==> config.mk <==
export PLATFORM = sky130hd
export DESIGN_NAME = seq_divider_32by16
export DESIGN_NICKNAME = d
export VERILOG_FILES = /design/src/rtl/seq_divider_32by16.sv
export SDC_FILE = /design/constraint.sdc
export NUM_CORES = 1
export LEC_CHECK = 0
export ABC_AREA = 1
export BUFFER_PORTS_ARGS = -buffer_cell sky130_fd_sc_hd__buf_2
export CAP_MARGIN = 15
export CELL_PAD_IN_SITES_DETAIL_PLACEMENT = 1
export CELL_PAD_IN_SITES_GLOBAL_PLACEMENT = 2
export CORE_MARGIN = 3
export CORE_UTILIZATION = 34
export CTS_CLUSTER_SIZE = 16
export DETAILED_ROUTE_END_ITERATION = 6
export GPL_TIMING_DRIVEN = 0
export PLACE_DENSITY = 0.88
export SETUP_SLACK_MARGIN = 0.5
export SYNTH_ARGS = -nofsm -noshare
export SYNTH_HDL_FRONTEND = slang
export SYNTH_SLANG_ARGS = --single-unit
==> constraint.sdc <==
create_clock -name clk -period 3 [get_ports clk]
set_input_delay 0.45 -clock clk [delete_from_list [all_inputs] [get_ports clk]]
set_output_delay 0.45 -clock clk [all_outputs]
set_load 0.005 [all_outputs]
==> src/rtl/seq_divider_32by16.sv <==
// Sequential radix-2 restoring divider: 2*WIDTH-bit dividend / WIDTH-bit divisor -> WIDTH-bit quotient and remainder.
// Optional signed mode under `define DIV_SIGNED_EN (adds is_signed and a SIGNFIX state on the normal path).
module seq_divider_32by16 #(
    parameter int WIDTH = 16
) (
    input  logic               clk,
    input  logic               rst_n,
    input  logic               in_valid,
    output logic               in_ready,
    input  logic [2*WIDTH-1:0] dividend,
    input  logic [WIDTH-1:0]   divisor,
`ifdef DIV_SIGNED_EN
    input  logic               is_signed,
`endif
    output logic               out_valid,
    input  logic               out_ready,
    output logic [WIDTH-1:0]   quotient,
    output logic [WIDTH-1:0]   remainder,
    output logic               div_by_zero,
    output logic               overflow
);
    localparam int CW = $clog2(WIDTH + 1);

    typedef enum logic [1:0] {IDLE, RUN, SIGNFIX, DONE} state_t;
    state_t state, state_nxt;

    logic [WIDTH-1:0]   rem, qshift, dvs, dlo;
    logic [CW-1:0]      count;
    logic               dbz_pend, ovf_pend;
    logic [WIDTH-1:0]   q_out, r_out;
    logic               dbz_out, ovf_out;

    logic               accept, err_pend, last;
    logic [2*WIDTH-1:0] dd_mag;
    logic [WIDTH-1:0]   dv_mag;
    logic [WIDTH:0]     trial, diff;
    logic               take;

    assign accept   = in_valid && in_ready;
    assign err_pend = dbz_pend || ovf_pend;
    assign last     = (count == CW'(WIDTH));

`ifdef DIV_SIGNED_EN
    logic             dd_neg, dv_neg;
    logic             smode, qneg, rneg;
    logic [WIDTH-1:0] q_signed, r_signed;
    logic             sgn_ovf;

    assign dd_neg = is_signed & dividend[2*WIDTH-1];
    assign dv_neg = is_signed & divisor[WIDTH-1];
    assign dd_mag = dd_neg ? -dividend : dividend;
    assign dv_mag = dv_neg ? -divisor : divisor;

    assign q_signed = qneg ? -qshift : qshift;
    assign r_signed = rneg ? -rem : rem;
    // A negative quotient may reach magnitude 2^(W-1); a positive one may not.
    assign sgn_ovf  = smode & (qneg ? (qshift > {1'b1, {(WIDTH-1){1'b0}}}) : qshift[WIDTH-1]);
`else
    assign dd_mag = dividend;
    assign dv_mag = divisor;
`endif

    assign trial = {rem, qshift[WIDTH-1]};
    assign diff  = trial - {1'b0, dvs};
    assign take  = (trial >= {1'b0, dvs});

    always_ff @(posedge clk) begin
        if (!rst_n) state <= IDLE;
        else        state <= state_nxt;
    end

    always_comb begin
        state_nxt = state;
        case (state)
            IDLE:    if (accept) state_nxt = RUN;
            RUN: begin
                if (err_pend) begin
                    state_nxt = DONE;
                end else if (last) begin
`ifdef DIV_SIGNED_EN
                    state_nxt = SIGNFIX;
`else
                    state_nxt = DONE;
`endif
                end
            end
            SIGNFIX: state_nxt = DONE;
            DONE:    if (out_ready) state_nxt = IDLE;
            default: state_nxt = IDLE;
        endcase
    end

    always_comb begin
        in_ready  = 1'b0;
        out_valid = 1'b0;
        case (state)
            IDLE:    in_ready  = rst_n;
            DONE:    out_valid = 1'b1;
            default: ;
        endcase
    end

    always_ff @(posedge clk) begin
        if (!rst_n) begin
            rem      <= '0;
            qshift   <= '0;
            dvs      <= '0;
            dlo      <= '0;
            count    <= '0;
            dbz_pend <= 1'b0;
            ovf_pend <= 1'b0;
            q_out    <= '0;
            r_out    <= '0;
            dbz_out  <= 1'b0;
            ovf_out  <= 1'b0;
`ifdef DIV_SIGNED_EN
            smode    <= 1'b0;
            qneg     <= 1'b0;
            rneg     <= 1'b0;
`endif
        end else begin
            case (state)
                IDLE: if (accept) begin
                    rem      <= dd_mag[2*WIDTH-1:WIDTH];
                    qshift   <= dd_mag[WIDTH-1:0];
                    dvs      <= dv_mag;
                    dlo      <= dividend[WIDTH-1:0];
                    count    <= '0;
                    dbz_pend <= (divisor == '0);
                    ovf_pend <= (divisor != '0) && (dd_mag[2*WIDTH-1:WIDTH] >= dv_mag);
`ifdef DIV_SIGNED_EN
                    smode    <= is_signed;
                    qneg     <= dd_neg ^ dv_neg;
                    rneg     <= dd_neg;
`endif
                end
                RUN: begin
                    if (err_pend) begin
                        q_out   <= '1;
                        r_out   <= dlo;
                        dbz_out <= dbz_pend;
                        ovf_out <= !dbz_pend;
                    end else if (!last) begin
                        // rem < dvs holds here, so diff always fits in WIDTH bits.
                        rem    <= take ? diff[WIDTH-1:0] : trial[WIDTH-1:0];
                        qshift <= {qshift[WIDTH-2:0], take};
                        count  <= count + 1'b1;
                    end else begin
`ifndef DIV_SIGNED_EN
                        q_out   <= qshift;
                        r_out   <= rem;
                        dbz_out <= 1'b0;
                        ovf_out <= 1'b0;
`endif
                    end
                end
`ifdef DIV_SIGNED_EN
                SIGNFIX: begin
                    q_out   <= sgn_ovf ? '1 : q_signed;
                    r_out   <= sgn_ovf ? dlo : r_signed;
                    dbz_out <= 1'b0;
                    ovf_out <= sgn_ovf;
                end
`endif
                default: ;
            endcase
        end
    end

    assign quotient    = q_out;
    assign remainder   = r_out;
    assign div_by_zero = dbz_out;
    assign overflow    = ovf_out;
endmodule

* Word level (Yosys, flattened, before mapping)
Cells that the tools add are included.
Cells by class: $add $sub $neg 2, multipliers 0, div/mod/pow operators 0, order comparisons 2, equal/unequal tests 9, shift operators 0, mux-type cells 27, bitwise logic cells 0, reduce and logical (&&, ||, !) cells 13
Operators with widths (number):
- $mux 16 | 11
- $pmux 16 s2 | 2
- $ge 17x16->1 | 1
- $ge 16x16->1 | 1
- $logic_not 16->1 | 1
- $reduce_bool 16->1 | 1
- $sub 16x16->16 | 1
- $mux 5 | 3
- $pmux 5 s2 | 1
- $mux 2 | 4
- $ne 2x2->1 const B | 4
- $pmux 2 s4 | 1
- $add 5x1->5 const B | 1
- $eq 5x5->1 const B | 1
- $mux 1 | 5
- $eq 2x2->1 const B | 2
- $reduce_and 2->1 | 2
- $reduce_and 4->1 | 1
- $reduce_bool 2->1 | 2
- $ne 3x3->1 const B | 1
- $reduce_and 3->1 | 1
- $eq 2x1->1 const B | 1
- $logic_and 1x1->1 | 2
- $logic_not 2->1 | 1
- 2 further kinds | 2
Storage, ports and cells: bits in registers 107, bits in latches 0, RAM bits 0, ROM bits 0, input bits 52, output and inout port bits 36, word-level logic and storage cells 65, memories kept 0

* Longest topological paths before layout
word-level depth 5, mapped depth 16, gate-level depth less buffers 15

* Worst setup path after synthesis
OpenSTA, ideal clock, no wires.
path kind register to register, start point register qshift[15], end point register rem[8], setup time 0.132 ns, data arrival time 1.664 ns, required time 2.868 ns, setup slack 1.203 ns, cell stages (with the launch flop) 12, buffers on the path 0, period minus slack after synthesis 1.797 ns, cell sequence dfxtp_1 > inv_1 > ha_1 > inv_1 > fa_1 > nand3_1 > nand3_1 > a21oi_1 > xor2_1 > nand2_1 > nand3_1 > a21oi_1
On the way: cells in the longest elaborated chain, start to end 5, elaborated cells between the ends (all ways) 6, those cells by class add/sub: 1; order compare: 1; mux: 4
Ends and longest elaborated chain:
- start: declaration | RTL line 27 | logic [WIDTH-1:0] rem, qshift, dvs, dlo;
- start signal: assignment | RTL line 125 | qshift <= dd_mag[WIDTH-1:0];
- start signal: assignment | RTL line 146 | qshift <= {qshift[WIDTH-2:0], take};
- $sub 16x16->16 / $ge 17x16->1 (equally long branches) | RTL line 64, 65
- $mux 16 * | RTL line 145 | rem <= take ? diff[WIDTH-1:0] : trial[WIDTH-1:0];
- $mux 16 * | RTL line 143 | end else if (!last) begin
- $mux 16 * | RTL line 138 | if (err_pend) begin
- $pmux 16 s2 * | RTL line 122 | case (state)
- end signal: assignment | RTL line 124 | rem <= dd_mag[2*WIDTH-1:WIDTH];
- end signal: assignment | RTL line 145
- end: declaration | RTL line 27
Mark *: on every way between the ends. The rest lies on a longest branch, timed or not. The select of a mux whose other input is x is not followed. A chain may end at the register's enable or synchronous reset.

* Worst setup path in the final report
start point register dvs[3], end point register rem[12]
On the way: cells in the longest elaborated chain, start to end 5, elaborated cells between the ends (all ways) 6, those cells by class add/sub: 1; order compare: 1; mux: 4
Ends and longest elaborated chain:
- start: declaration | RTL line 27
- start signal: assignment | RTL line 126 | dvs <= dv_mag;
- $sub 16x16->16 / $ge 17x16->1 (equally long branches) | RTL line 64, 65
- $mux 16 * | RTL line 145
- $mux 16 * | RTL line 143
- $mux 16 * | RTL line 138
- $pmux 16 s2 * | RTL line 122
Marks and branches as above.

==> impl_metrics.tcl <==
set metrics [dict create \
    critPathLaunchType "register" \
    synth_enable_flop_cells 0 \
    setup_repair_after_global_routing_missed_its_margin "no" \
    cp_max_fo 10 \
    post_synth_num_cell_types 38 \
    power.share.sequential 0.276 \
    clockPowerShare 0.152 \
    dp.final_hpwl_mm 16.5 \
    worst-endpoint-required_ns 3.22 \
    end_kind "register" \
    clk_pin_slew_ns 0.08 \
    grt_first_pass_wirelength_mm 32.3 \
    utilization 0.415 \
    yosys-top-cells-area "dfxtp_1, nand2_1, ha_1" \
    post-synth-top-area-fraction 0.356 \
    clock-skew-final_ns 0.0112 \
    post_route_cells_drive_above_1_share 0.140 \
    final.setup.worst_slack_ns 0.750 \
    drt-pass1-iter-count 4 \
    detail-route-antenna-nets 0 \
    postSynth.topFlopCell "dfxtp_1" \
    place.port_buffers 87 \
    hold_ws_ns 0.329 \
    arrival_ns 2.47 \
    starting_drc_count_in_detailed_routing 308 \
    power_dens_cells_mw_per_mm2 1120 \
    most_numerous_cell_on_the_critical_path "nand2_1" \
    globalplace.congestion 0.877 \
    num_vias 6016 \
    power.net_switching_uw 3920 \
    hold_viol_final 0 \
    netSwitchingFraction 0.499 \
    cts-root-to-sink-buffers 2 \
    ios 88 \
    critPathMaxStageDelay_ns 0.40 \
    pre_cts_ws_ns 0.563 \
    synth_seq_cells 107 \
    syn_nets 972 \
    relSlewSlack 0.413 \
    post_synth_inst_count 881 \
    vdd_ir_drop_max_uv 454 \
    via_count_of_the_first_global_routing_pass 5971 \
    cap_violations 0 \
    setup.reg_to_reg.worst_slack_ns 0.75 \
    netlist_area_mm2 0.00601 \
    cts.root.buffer_cell "clkbuf_16" \
    cts_tree "yes" \
    core_area_mm2 0.0169 \
    routedWlPerCell_um 16.9 \
    floorplan.die_area_mm2 0.0193 \
    slew_viol_final 0 \
    synth_to_final_area_change_pct 16.9 \
    cts_inserted_buffers 9 \
    synth_top_area_cell "dfxtp_1" \
    die_span_x_um 139 \
    synth_async_sr_flop_share 0 \
    insertion_delay_ns 0.36 \
    setup_viol 0 \
    filler_cell_count 2246 \
    floorplan.rows 47 \
    height_of_the_chip_um 139 \
    grt_antenna_before_repair 0 \
    numClockSinks 107 \
    grt.total_usage 0.210 \
    maximum_number_of_pins_on_one_net_before_global_route_repair 20 \
    antennaDiodeCount 0 \
    detail_route.wirelength_mm 20.4 \
    hold_path.class "input port to register" \
    post_cts.repair.setup_buffers 0 \
    critical_path.cell_chain "inv_1 > ha_1 > nand2_1 > inv_1 > nand2_1 > nand2_1 > nand2_1 > nand3_1 > nand2_1 > nand2_4 > buf_4 > nand3_1 > nand3_1 > a21oi_1" \
    htreeDepth 3 \
    period_minus_slack_ns 2.25 \
    count_of_warnings_emitted_by_yosys 0 \
    yosysSeqAreaShare 0.356 \
    tightestPinTransition_ns 0.873 \
    timing.setup.critical_path_class "register to register" \
    overflow 0 \
    relative_contribution_of_combinational_cells_to_total_power 0.571 \
    final_net_count 1070 \
    internal_power_uw 3940 \
    timing.critical_path.slowest_stage_cell "dfxtp_1" \
    timing.setup.tns_ns 0 \
    fmax_mhz 445 \
    status "completed" \
    initial_utilization 0.355 \
    drcViolationCount 0 \
    power.static_leakage_uw 0.00349 \
    final.period_utilization 0.750 \
    postSynthAreaPerCell_um2 6.82 \
    drt-vias-per-instance 5.00 \
    power.total_uw 7850 \
]
## cells by family after synthesis
group	share of synthesized area
flops	0.356
xor+xnor	0.0117
compound gates	0.167
simple gates	0.273
buf+inv	0.109
fa+ha+maj	0.0824
## routing by layer
layer | global-route usage | vias to the layer above | part of all wire
met5 | 0 | - | 0
met4 | 0.0602 | 0 | 0.019
met3 | 0.0379 | 25 | 0.042
met2 | 0.322 | 105 | 0.44
met1 | 0.303 | 2812 | 0.50
li1 | - | 3074 | -
## state kept, by name, indices dropped and copies added, names as in the netlist
name / count
overflow: 1
ovf_pend: 1
div_by_zero: 1
state: 2
quotient: 16
rem: 16
count: 5
qshift: 16
dbz_pend: 1
remainder: 16
dlo: 16
dvs: 16
## through the flow
| stage | cell area (um2) | std cells |
|---|---|---|
| 4_1_cts | 7010 | 1204 |
| 6_report | 7030 | 1204 |
| 3_3_place_gp | 6720 | 1188 |
| 5_1_grt | 7030 | 1204 |
| 3_5_place_dp | 6720 | 1188 |
| 2_1_floorplan | 6010 | 881 |
## layout make-up
class	count	area, um2	share of cell area
multi-input cells	606	3230	0.459
flip-flops and latches	107	2140	0.305
inverters	125	472	0.0671
repair buffers	87	435	0.0620
well taps	220	275	0.0392
clock buffers	10	229	0.0326
plain buffers	43	188	0.0267
clock inverters	6	61.3	0.00872
## worst max-delay path: cells and delay by family (launching register included)
family                   cells  cell delay, ns
AND/OR/NAND/NOR              9            0.90
flip-flops                   1            0.40
adder cells (fa/ha/maj)      1            0.38
buffers and inverters        3            0.36
AO/OA/AOI/OAI                1            0.06
## power groups by stage
stage	clock network (uW)	registers, uW	logic [uW]
detailed placement	0	2200	4440
global placement	0	2190	4370
floorplan	0	2070	3210
finish	1190	2170	4490
CTS	1220	2170	4470
global route	1290	2220	5150
## placed cells by master (no fill, tap or decap), types with 2 or more instances in the layout
| master | Yosys | final |
|---|---|---|
| a22oi_2 | 9 | 9 |
| nand2_2 | 3 | 2 |
| nand3b_1 | 7 | 7 |
| dfxtp_1 | 107 | 107 |
| nor4_1 | 2 | 2 |
| inv_1 | 122 | 122 |
| clkinv_4 | 0 | 3 |
| ha_1 | 38 | 37 |
| nand3_1 | 72 | 72 |
| a22oi_1 | 3 | 3 |
| nand2_1 | 216 | 216 |
| clkbuf_2 | 0 | 2 |
| inv_2 | 2 | 2 |
| o21ai_0 | 86 | 86 |
| nand4_1 | 7 | 7 |
| buf_1 | 5 | 4 |
| nor2_1 | 48 | 46 |
| nor3_1 | 22 | 22 |
| nor2_2 | 1 | 3 |
| a31oi_1 | 32 | 32 |
| nand2_4 | 1 | 2 |
| clkbuf_16 | 0 | 9 |
| xor2_1 | 7 | 7 |
| clkbuf_1 | 26 | 26 |
| buf_2 | 10 | 97 |
| a21oi_1 | 40 | 40 |
## cell usage after synthesis, types with 2 or more instances
cell type,number
nand2_1,216
a21oi_1,40
nand3_1,72
dfxtp_1,107
nor4_1,2
nor3_1,22
o21ai_0,86
ha_1,38
a31oi_1,32
buf_1,5
nand2_2,3
inv_2,2
nand3b_1,7
clkbuf_1,26
nor2_1,48
inv_1,122
a22oi_1,3
xor2_1,7
a22oi_2,9
buf_2,10
nand4_1,7
## path summary, 6_finish.rpt
kind              cells after the start                 start                          to
setup / recovery                     14   dvs[3]$_SDFFE_PN0P_        rem[12]$_SDFFE_PN0P_
hold / removal                        3           dividend[6]         dlo[6]$_SDFFE_PN0P_
setup reg to reg                     14   dvs[3]$_SDFFE_PN0P_        rem[12]$_SDFFE_PN0P_
hold reg to reg                       2  dlo[13]$_SDFFE_PN0P_  remainder[13]$_SDFFE_PN0P_
## what timing repair did
action	4_1_cts	5_1_grt
hold buffers	0	0
endpoints found under the setup margin	0	25
hold endpoints to repair	0	0
resized for setup	0	7
(Power assumes the default switching activity.)
